## src/rtl/uart_rx_module.sv

```systemverilog
// 8N1 UART receiver: synchronises the RX pin, detects the start edge, samples each bit
// at mid-bit and presents the byte with a one-cycle done strobe (or a framing-error strobe).
module uart_rx_module #(
    parameter int CLK_FREQ = 50_000_000,
    parameter int BAUD     = 9600,
    parameter int BPS_CNT  = CLK_FREQ / BAUD
) (
    input  logic       CLK,
    input  logic       RST,
    input  logic       Rx_En_Sig,
    input  logic       Rx_Pin_In,
    output logic [7:0] Rx_Data,
    output logic       Rx_Done_Sig,
    output logic       Rx_Err_Sig
);

    localparam int HALF = BPS_CNT / 2;
    localparam int CW   = $clog2(BPS_CNT);
    localparam logic [CW-1:0] CNT_MID  = CW'(HALF - 1);
    localparam logic [CW-1:0] CNT_LAST = CW'(BPS_CNT - 1);

    typedef enum logic [1:0] {
        IDLE,
        START,
        DATA,
        STOP
    } state_t;

    state_t        state;
    state_t        state_next;
    logic          s1;
    logic          s2;
    logic          s3;
    logic [CW-1:0] baud_cnt;
    logic [2:0]    bit_idx;
    logic [7:0]    shift_reg;

    logic          cnt_clr;
    logic          bit_clr;
    logic          shift_en;
    logic          done_set;
    logic          err_set;

    // s3 is the older sample, so s3=1/s2=0 marks a falling edge on the line
    always_ff @(posedge CLK) begin
        if (RST) begin
            s1 <= 1'b1;
            s2 <= 1'b1;
            s3 <= 1'b1;
        end else begin
            s1 <= Rx_Pin_In;
            s2 <= s1;
            s3 <= s2;
        end
    end

    always_ff @(posedge CLK) begin
        if (RST) begin
            state <= IDLE;
        end else begin
            state <= state_next;
        end
    end

    always_comb begin
        state_next = state;
        cnt_clr    = 1'b0;
        bit_clr    = 1'b0;
        shift_en   = 1'b0;
        done_set   = 1'b0;
        err_set    = 1'b0;
        if (!Rx_En_Sig) begin
            state_next = IDLE;
            cnt_clr    = 1'b1;
        end else begin
            case (state)
                IDLE: begin
                    if (s3 && !s2) begin
                        state_next = START;
                        cnt_clr    = 1'b1;
                    end
                end
                START: begin
                    if (baud_cnt == CNT_MID) begin
                        cnt_clr = 1'b1;
                        if (!s2) begin
                            state_next = DATA;
                            bit_clr    = 1'b1;
                        end else begin
                            state_next = IDLE;
                        end
                    end
                end
                DATA: begin
                    if (baud_cnt == CNT_LAST) begin
                        cnt_clr  = 1'b1;
                        shift_en = 1'b1;
                        if (bit_idx == 3'd7) begin
                            state_next = STOP;
                        end
                    end
                end
                STOP: begin
                    // Leaving at mid-stop lets an immediately following start bit be caught
                    if (baud_cnt == CNT_LAST) begin
                        cnt_clr    = 1'b1;
                        state_next = IDLE;
                        if (s2) begin
                            done_set = 1'b1;
                        end else begin
                            err_set = 1'b1;
                        end
                    end
                end
                default: begin
                    state_next = IDLE;
                    cnt_clr    = 1'b1;
                end
            endcase
        end
    end

    always_ff @(posedge CLK) begin
        if (RST) begin
            baud_cnt <= '0;
        end else if (cnt_clr) begin
            baud_cnt <= '0;
        end else if (state != IDLE) begin
            baud_cnt <= baud_cnt + CW'(1);
        end
    end

    always_ff @(posedge CLK) begin
        if (RST) begin
            bit_idx   <= 3'd0;
            shift_reg <= 8'h00;
        end else begin
            if (bit_clr) begin
                bit_idx <= 3'd0;
            end else if (shift_en) begin
                bit_idx <= bit_idx + 3'd1;
            end
            if (shift_en) begin
                shift_reg[bit_idx] <= s2;
            end
        end
    end

    always_ff @(posedge CLK) begin
        if (RST) begin
            Rx_Data     <= 8'h00;
            Rx_Done_Sig <= 1'b0;
            Rx_Err_Sig  <= 1'b0;
        end else begin
            Rx_Done_Sig <= done_set;
            Rx_Err_Sig  <= err_set;
            if (done_set) begin
                Rx_Data <= shift_reg;
            end
        end
    end

endmodule
```

## config.mk

```make
export PLATFORM = sky130hd
export DESIGN_NAME = uart_rx_module
export DESIGN_NICKNAME = d
export VERILOG_FILES = /design/src/rtl/uart_rx_module.sv
export SDC_FILE = /design/constraint.sdc
export NUM_CORES = 1
export LEC_CHECK = 0
export ABC_AREA = 1
export CORE_ASPECT_RATIO = 1.5
export CORE_MARGIN = 1.5
export CORE_UTILIZATION = 55
export CTS_BUF_LIST = sky130_fd_sc_hd__clkbuf_2 sky130_fd_sc_hd__clkbuf_4 sky130_fd_sc_hd__clkbuf_8
export DETAILED_ROUTE_END_ITERATION = 7
export PLACE_DENSITY = 0.75
export SLEW_MARGIN = 20
export SYNTH_ARGS = -nofsm -noshare
export SYNTH_HDL_FRONTEND = slang
export SYNTH_SLANG_ARGS = --single-unit
```

## constraint.sdc

```tcl
create_clock -name CLK -period 1.8 [get_ports CLK]
set_clock_uncertainty 0.05 [all_clocks]
set_input_delay 0.36 -clock CLK [delete_from_list [all_inputs] [get_ports CLK]]
set_output_delay 0.36 -clock CLK [all_outputs]
set_load 0.01 [all_outputs]
```

==> reports/metrics.yaml, run 1 <==
cell_type_contributing_the_most_total_cell_area_after_synthesis: "dfxtp_1"
hold_path_end: "s2"
timing.critical_path.from: "baud_cnt[1]"
ios: 14
detail-route-antenna-nets: 0
post-cts-setup-buffer-count: 0
final.period_utilization_pct: 92.60
cts.htree.levels: 2
worst-setup-path-type: "flop to flop"
maxCapViolations: 0
total_leakage_power_uw: 0.0009497
finalHoldWorstSlack_ns: 0.3673
mappedNetlistNets: 266
crit_fanout: 9
yosys_register_bits: 39
reg2regPathDepth: 9
maximum_number_of_pins_on_one_net_before_global_route_repair: 19
die_area_mm2: 0.003997
synth.avg_cell_area_um2: 7.686
most-common-layout-cells: "nand2_1 (42), nor2_1 (40), dfxtp_1 (38)"
critical_hold_path_startpoint: "s1"
power_per_cell_area_mw_per_mm2: 718.9
clk_transition_reported_paths_ns: 0.07
reg_to_reg_startpoint: "baud_cnt[1]"
crit_path_arrival_time_ns: 1.80
dpl.hpwl_um: 3149
r2r_setup_slack_ns: 0.13
hold_viol: 0
cts_made_buffers: 5
cell_variety_after_synth: 35
finalSetupViolCount: 0
slew_headroom_pct: 71.78
post_drt_wl_per_cell_um: 13.16
netlist_top_cells_area: "dfxtp_1 (39%), nand2_1 (7.9%), nor2_1 (7.7%)"
tritoncts_clock_tree: "done"
cts-root-buf: "clkbuf_8"
grt_pass1_vias: 1687
overflow: 0
fin_util_pct: 69.27
place.port_buffers: 13
clock-sinks: 39
final.min_clock_period_ns: 1.667
grt.total_usage_pct: 23.38
required_time_at_the_worst_slack_endpoint_ns: 1.93
finalWeightedCongestion: 0.8537
timing.final.max_slew_violations: 0
rsz0062_at_grt: "false"
grt_first_pass_wirelength_um: 7079
crit_path_end_kind: "flop"
timing_worst_slew_pin_value_ns: 0.4233
r2r-end: "Rx_Data[2]"
area_delta_synth_final_pct: 19.99
clkLatencyLatePin_ns: 0.30
timing.setup.tns_ns: 0
synth.yosys.warnings: 0
initial_antenna_violation_count: 0
floorplan.initialDensity_pct: 57.73
routed_wirelength_um: 4344
die_w_um: 52.12
irDropWorstVdd_mv: 0.6581
layout-drive-gt1-share_pct: 21.18
synth.yosys.seq_area_share_pct: 39.22
dpl.cell_count: 321
nNetsFinal: 294
synth_area_mm2: 0.001991
core_area_mm2: 0.003448
max_clock_freq_ghz: 0.6000
detailedRoute.firstIterationViolations: 34
chipHeight_um: 76.68
hold_path_cell_cnt: 1
total_drc_errors_in_the_routed_layout: 0
startpoint_kind_of_the_worst_setup_timing_path: "flop"
placement.cell_area_mm2: 0.002240
holdCritPathClass: "flop to flop"
antenna-diode-count: 0
drt_pass1_iterations: 4
postLayoutCellArea_mm2: 0.002389
ctsLongestPathBuffers: 2
layout_commonest_cell: "nand2_1"
flip_flop_count_of_the_largest_register_after_layout: 13
num_rows: 26
result_of_the_run: "complete, no violations"
netlist.area_leader.share_pct: 39.22
viasPerCell: 5.406
dr_total_vias: 1784
final_cell_count_no_fill: 330
synthCells: 259
## per-layer routing
layer,GRT usage [%],vias up,part of all wire [%]
met5,0,-,0
met4,9.737,0,2.7
met3,5.253,11,2.5
met2,43.42,25,55
met1,23.64,839,40
li1,-,909,-
## synthesized netlist by cell type
master	count
inv_4	1
a31oi_1	8
nand3_4	2
nor3_1	21
xor2_1	4
buf_2	1
buf_1	2
nor2_4	4
nor4_1	1
or2_2	2
nand4_1	4
o21ai_0	2
nor2_8	2
nand2_4	1
buf_4	1
a211oi_1	2
o2111ai_4	1
clkbuf_1	1
nor3_2	3
nand2_2	4
nand2_1	42
ha_1	3
nand4_4	1
inv_2	7
o21ai_1	6
a21oi_1	11
nor2_1	41
nor3_4	1
dfxtp_1	39
nor2_2	4
nor3b_1	1
nor3b_2	3
nand3_2	1
inv_1	24
nand3_1	8
## how the worst max path moves through the flow
stage	to	slack, ns	depth (start not counted)
6_report	Rx_Data[2]	0.13	9
5_1_grt	Rx_Data[4]	0.02	9
4_1_cts	baud_cnt[7]	0.05	8
3_5_place_dp	baud_cnt[7]	0.005	5
3_3_place_gp	baud_cnt[7]	0.05	5
2_1_floorplan	Rx_Data[0]	0.21	8
## cells by family (layout without fill, tap and decap cells)
group                      after synthesis  in the layout  synth area share (%)
xor gates and xnor gates                 4              4                 1.760
and+or+nand+nor                        146            146                 40.41
adders and majority gates                3              3                 1.886
buffers and inverters                   37             65                 7.354
AOI/OAI and AO/OA                       30             31                 9.365
DFF                                     39             39                 39.22
## report_power, final
part	leakage, µW	internal [µW]	switching, µW	total [µW]
logic	0.000573	25.9	46.4	72.3
clock network	0.0000612	449	327	776
registers	0.000315	866	2.70	869
## critical path, stage by stage, from the launching register on
cell and delay (ns):
dfxtp_1 0.40, ha_4 0.17, nand2_1 0.06, nor2_2 0.09, buf_4 0.16, nand3_4 0.11, nor2_8 0.19, nand3_4 0.14
nor2_1 0.12, nor3_1 0.06
## per-stage QoR
stage	power (µW)	setup slack [ns]
2_1_floorplan	928.3	0.2075
3_3_place_gp	956.2	0.04776
3_5_place_dp	956.5	0.005025
4_1_cts	1710	0.04996
5_1_grt	1769	0.01603
6_report	1717	0.1332
## cell type report
cell class	count	area, µm²
Clock buffer	6	82.58
Timing Repair Buffer	25	220.2
Tap cell	42	52.55
Inverter	32	122.6
Clock inverter	2	35.03
Fill cell	320	1060
Multi-Input combinational cell	184	1094
Sequential cell	39	782.0
## timing repair
action                     CTS  global route
resized for setup            0             4
setup endpoints to repair    0            14
hold buffers                 0             0
Note: power is estimated with default switching activity, not from simulation.
==> inputs of run 2 (changes only) <==
--- a/config.mk
+++ b/config.mk
@@ -8,10 +8,10 @@
 export ABC_AREA = 1
 export CORE_ASPECT_RATIO = 1.5
 export CORE_MARGIN = 1.5
-export CORE_UTILIZATION = 55
+export CORE_UTILIZATION = 60
 export CTS_BUF_LIST = sky130_fd_sc_hd__clkbuf_2 sky130_fd_sc_hd__clkbuf_4 sky130_fd_sc_hd__clkbuf_8
 export DETAILED_ROUTE_END_ITERATION = 7
-export PLACE_DENSITY = 0.75
+export PLACE_DENSITY = 0.81
 export SLEW_MARGIN = 20
 export SYNTH_ARGS = -nofsm -noshare
 export SYNTH_HDL_FRONTEND = slang
==> reports/metrics.yaml, run 2 (synthesis gave the netlist of run 1 again) <==
num_rows: 25
dpl.hpwl_um: 3153
post_drt_wl_per_cell_um: 12.40
power_per_cell_area_mw_per_mm2: 655.9
cts_made_buffers: 5
cts-root-buf: "clkbuf_8"
required_time_at_the_worst_slack_endpoint_ns: 1.94
r2r_setup_slack_ns: 0.15
nNetsFinal: 291
routed_wirelength_um: 4031
total_leakage_power_uw: 0.0009303
area_delta_synth_final_pct: 17.10
worst-setup-path-type: "flop to flop"
post-cts-setup-buffer-count: 0
max_clock_freq_ghz: 0.6076
tritoncts_clock_tree: "done"
layout-drive-gt1-share_pct: 19.65
rsz0062_at_grt: "false"
place.port_buffers: 13
clk_transition_reported_paths_ns: 0.07
final.period_utilization_pct: 91.43
timing.final.max_slew_violations: 0
grt_first_pass_wirelength_um: 6706
layout_commonest_cell: "nand2_1"
clock-sinks: 39
irDropWorstVdd_mv: 0.6792
holdCritPathClass: "flop to flop"
postLayoutCellArea_mm2: 0.002331
floorplan.initialDensity_pct: 63.01
flip_flop_count_of_the_largest_register_after_layout: 13
maxCapViolations: 0
detailedRoute.firstIterationViolations: 26
timing_worst_slew_pin_value_ns: 0.4611
clkLatencyLatePin_ns: 0.29
cts_repair_resize_count: 0
result_of_the_run: "complete, no violations"
most-common-layout-cells: "nand2_1 (42), nor2_1 (41), dfxtp_1 (39)"
finalSetupViolCount: 0
timing.setup.tns_ns: 0
finalWeightedCongestion: 0.7852
initial_antenna_violation_count: 0
cts.htree.levels: 2
finalHoldWorstSlack_ns: 0.3730
total_power_uw: 1529
viasPerCell: 5.249
dr_total_vias: 1706
ios: 14
detail-route-antenna-nets: 0
overflow: 0
cts.hold.buffers_added: 0
grt_pass1_vias: 1598
chipHeight_um: 73.55
final.min_clock_period_ns: 1.646
crit_path_arrival_time_ns: 1.78
reg_to_reg_startpoint: "baud_cnt[0]"
hold_viol: 0
grt.total_usage_pct: 24.54
placement.cell_area_mm2: 0.002235
maximum_number_of_pins_on_one_net_before_global_route_repair: 19
total_drc_errors_in_the_routed_layout: 0
crit_fanout: 4
reg2regPathDepth: 11
core_area_mm2: 0.003159
slew_headroom_pct: 69.25
drt_pass1_iterations: 4
startpoint_kind_of_the_worst_setup_timing_path: "flop"
critical_hold_path_startpoint: "s1"
timing.critical_path.from: "baud_cnt[0]"
crit_path_end_kind: "flop"
die_area_mm2: 0.003679
pre_cts_slack_ns: 0.02616
ctsLongestPathBuffers: 2
die_w_um: 50.03
final.setup.worst_slack_ns: 0.1543
antenna-diode-count: 0
run 2: stage by stage:
step	cells	utilization, %
2_1_floorplan	259	-
3_3_place_gp	317	70.73
3_5_place_dp	317	70.73
4_1_cts	325	73.54
5_1_grt	325	73.78
6_report	325	73.78
run 2: power breakdown:
part	total (µW)	leakage, µW	switching, µW	internal [µW]
Sequential	869	0.000315	2.61	866
Clock	595	0.0000491	293	302
Combinational	65.4	0.000567	42.1	23.3
run 2: worst min path at each step:
stage               endpoint  slack (ns)  cells after the start
finish                    s2        0.37                      1
global route              s2        0.39                      1
CTS                       s2        0.38                      1
detailed placement        s2        0.35                      1
global placement          s2        0.35                      1
floorplan                 s2        0.34                      1
run 2: cell type report:
type / instances / area, µm²
fillers: 255 / 828.3
well taps: 40 / 50.05
clock buffers: 7 / 83.83
repair buffers: 23 / 217.7
clock inverters: 1 / 5.005
multi-input cells: 183 / 1071
flip-flops and latches: 39 / 780.7
inverters: 32 / 122.6
run 2: critical path, cell delays in order, from the launching register on:
cell,delay [ns]
dfxtp_1,0.36
ha_2,0.22
nand2_1,0.09
nor2_4,0.16
buf_4,0.14
nand3_1,0.07
nand2_1,0.06
nand2_1,0.05
inv_1,0.10
nand4_1,0.10
nand2_1,0.08
a21oi_1,0.05
run 2: metal layers:
| metal | routed length (µm) | track usage [%] |
|---|---|---|
| met1 | 1544 | 22.91 |
| met3 | 95 | 4.268 |
| met5 | 0 | 0 |
| met2 | 2293 | 48.83 |
| met4 | 97 | 12.96 |
==> inputs of run 3 (changes only) <==
--- a/config.mk
+++ b/config.mk
@@ -6,12 +6,14 @@
 export NUM_CORES = 1
 export LEC_CHECK = 0
 export ABC_AREA = 1
+export CELL_PAD_IN_SITES_DETAIL_PLACEMENT = 1
+export CELL_PAD_IN_SITES_GLOBAL_PLACEMENT = 2
 export CORE_ASPECT_RATIO = 1.5
 export CORE_MARGIN = 1.5
-export CORE_UTILIZATION = 60
+export CORE_UTILIZATION = 36
 export CTS_BUF_LIST = sky130_fd_sc_hd__clkbuf_2 sky130_fd_sc_hd__clkbuf_4 sky130_fd_sc_hd__clkbuf_8
 export DETAILED_ROUTE_END_ITERATION = 7
-export PLACE_DENSITY = 0.81
+export PLACE_DENSITY_LB_ADDON = 0.1
 export SLEW_MARGIN = 20
 export SYNTH_ARGS = -nofsm -noshare
 export SYNTH_HDL_FRONTEND = slang
==> reports/metrics.yaml, run 3 (synthesis gave the netlist of run 1 again) <==
slew_headroom_pct: 70.20
holdCritPathClass: "flop to flop"
total_drc_errors_in_the_routed_layout: 0
crit_path_arrival_time_ns: 1.77
viasPerCell: 4.989
r2r_setup_slack_ns: 0.16
power_frac_seq_pct: 50.5
required_time_at_the_worst_slack_endpoint_ns: 1.94
routed_wirelength_um: 5117
ios: 14
grt_pass1_vias: 1942
detailedRoute.firstIterationViolations: 68
final.min_clock_period_ns: 1.636
dr_total_vias: 1816
finalSetupViolCount: 0
total_leakage_power_uw: 0.0009823
tritoncts_clock_tree: "done"
core_area_mm2: 0.005409
rsz0062_at_grt: "false"
nFillCells: 695
switching_share_pct: 22.05
timing.final.max_slew_violations: 0
place.port_buffers: 13
die_area_mm2: 0.005994
power.combinational.fraction_pct: 4.3
crit_fanout: 8
power.internal_uw: 1341
antenna-diode-count: 0
nNetsFinal: 300
flip_flop_count_of_the_largest_register_after_layout: 13
layout_commonest_cell: "nand2_1"
cts.htree.levels: 2
result_of_the_run: "complete, no violations"
die_w_um: 63.72
final_cell_count_no_fill: 364
cts-root-buf: "clkbuf_8"
chipHeight_um: 94.08
clk_transition_reported_paths_ns: 0.08
irDropWorstVdd_mv: 0.4270
power.clock.fraction_pct: 45.2
grt_first_pass_wirelength_um: 8707
layout-drive-gt1-share_pct: 22.79
finalHoldWorstSlack_ns: 0.3670
net-switching-power_uw: 379.1
num_rows: 33
maximum_number_of_pins_on_one_net_before_global_route_repair: 19
drt_pass1_iterations: 4
grt.total_usage_pct: 18.87
overflow: 0
timing_worst_slew_pin_value_ns: 0.4454
floorplan.initialDensity_pct: 36.80
max_clock_freq_ghz: 0.6114
maxCapViolations: 0
post_drt_wl_per_cell_um: 14.06
clock-sinks: 39
dpl.cell_count: 354
cts.hold.buffers_added: 0
most-common-layout-cells: "nand2_1 (42), nor2_1 (41), dfxtp_1 (37)"
final.period_utilization_pct: 90.87
startpoint_kind_of_the_worst_setup_timing_path: "flop"
dpl.hpwl_um: 3882
power_per_cell_area_mw_per_mm2: 696.9
detail-route-antenna-nets: 0
area_delta_synth_final_pct: 23.95
fin_util_pct: 45.62
cts_made_buffers: 5
ctsLongestPathBuffers: 2
clkLatencyLatePin_ns: 0.30
finalWeightedCongestion: 0.7734
worst-setup-path-type: "flop to flop"
hold_viol: 0
crit_path_end_kind: "flop"
initial_antenna_violation_count: 0
[run 3: final timing paths]
check | endpoint | from | cells past startpoint
max | shift_reg[3] | baud_cnt[0] | 9
min | s2 | s1 | 1
max reg2reg | shift_reg[3] | baud_cnt[0] | 9
min reg2reg | s2 | s1 | 1
[run 3: power groups by stage]
stage	clock, µW	combinational, µW	sequential [µW]
after floorplan	0	40.3	888
after global placement	0	71.0	889
after detailed placement	0	71.1	889
after CTS	794	75.0	868
after global routing	829	80.2	869
final	777	73.9	868
[run 3: final cells by class]
type,instances,area [µm²],area share [%]
multi-input combinational,184,1091,44.22
sequential,39,783.3,31.74
timing repair buffer,31,265.3,10.75
inverter,32,122.6,4.970
tap,70,87.58,3.550
clock buffer,6,82.58,3.347
clock inverter,2,35.03,1.420
[run 3: worst max-delay path: stages, from the launching register on]
cell	delay [ns]
dfxtp_2	0.37
ha_4	0.17
nand2_1	0.06
nor2_2	0.10
buf_4	0.16
nand4_4	0.14
nor2_4	0.22
nand2_1	0.08
nor2_1	0.12
nor3_2	0.05
[run 3: per-stage QoR]
step           power, µW  setup WS [ns]  TNS (ns)  area [µm²]
3_5_place_dp       959.9       -0.04620   -0.1511        2312
4_1_cts             1737        0.02462         0        2445
6_report            1720         0.1644         0        2467
5_1_grt             1778        0.01012         0        2467
2_1_floorplan      928.3         0.2075         0        1991
3_3_place_gp       959.6       -0.01758  -0.02347        2312
[run 3: what timing repair did]
item                       CTS  global route
resized for setup            0             4
setup endpoints to repair    2            22
buffers inserted             0             1
gates cloned                 1             0
pin swaps                    0             1
[run 3: layer usage]
metal / share of wire [%] / routed length, µm / vias to the layer above / track usage (%)
met3: 1.8 / 92 / 10 / 2.878
met4: 2.3 / 117 / 0 / 7.428
met1: 38 / 1926 / 874 / 18.07
met2: 58 / 2981 / 16 / 38.77
met5: 0 / 0 / - / 0
li1: - / - / 916 / -
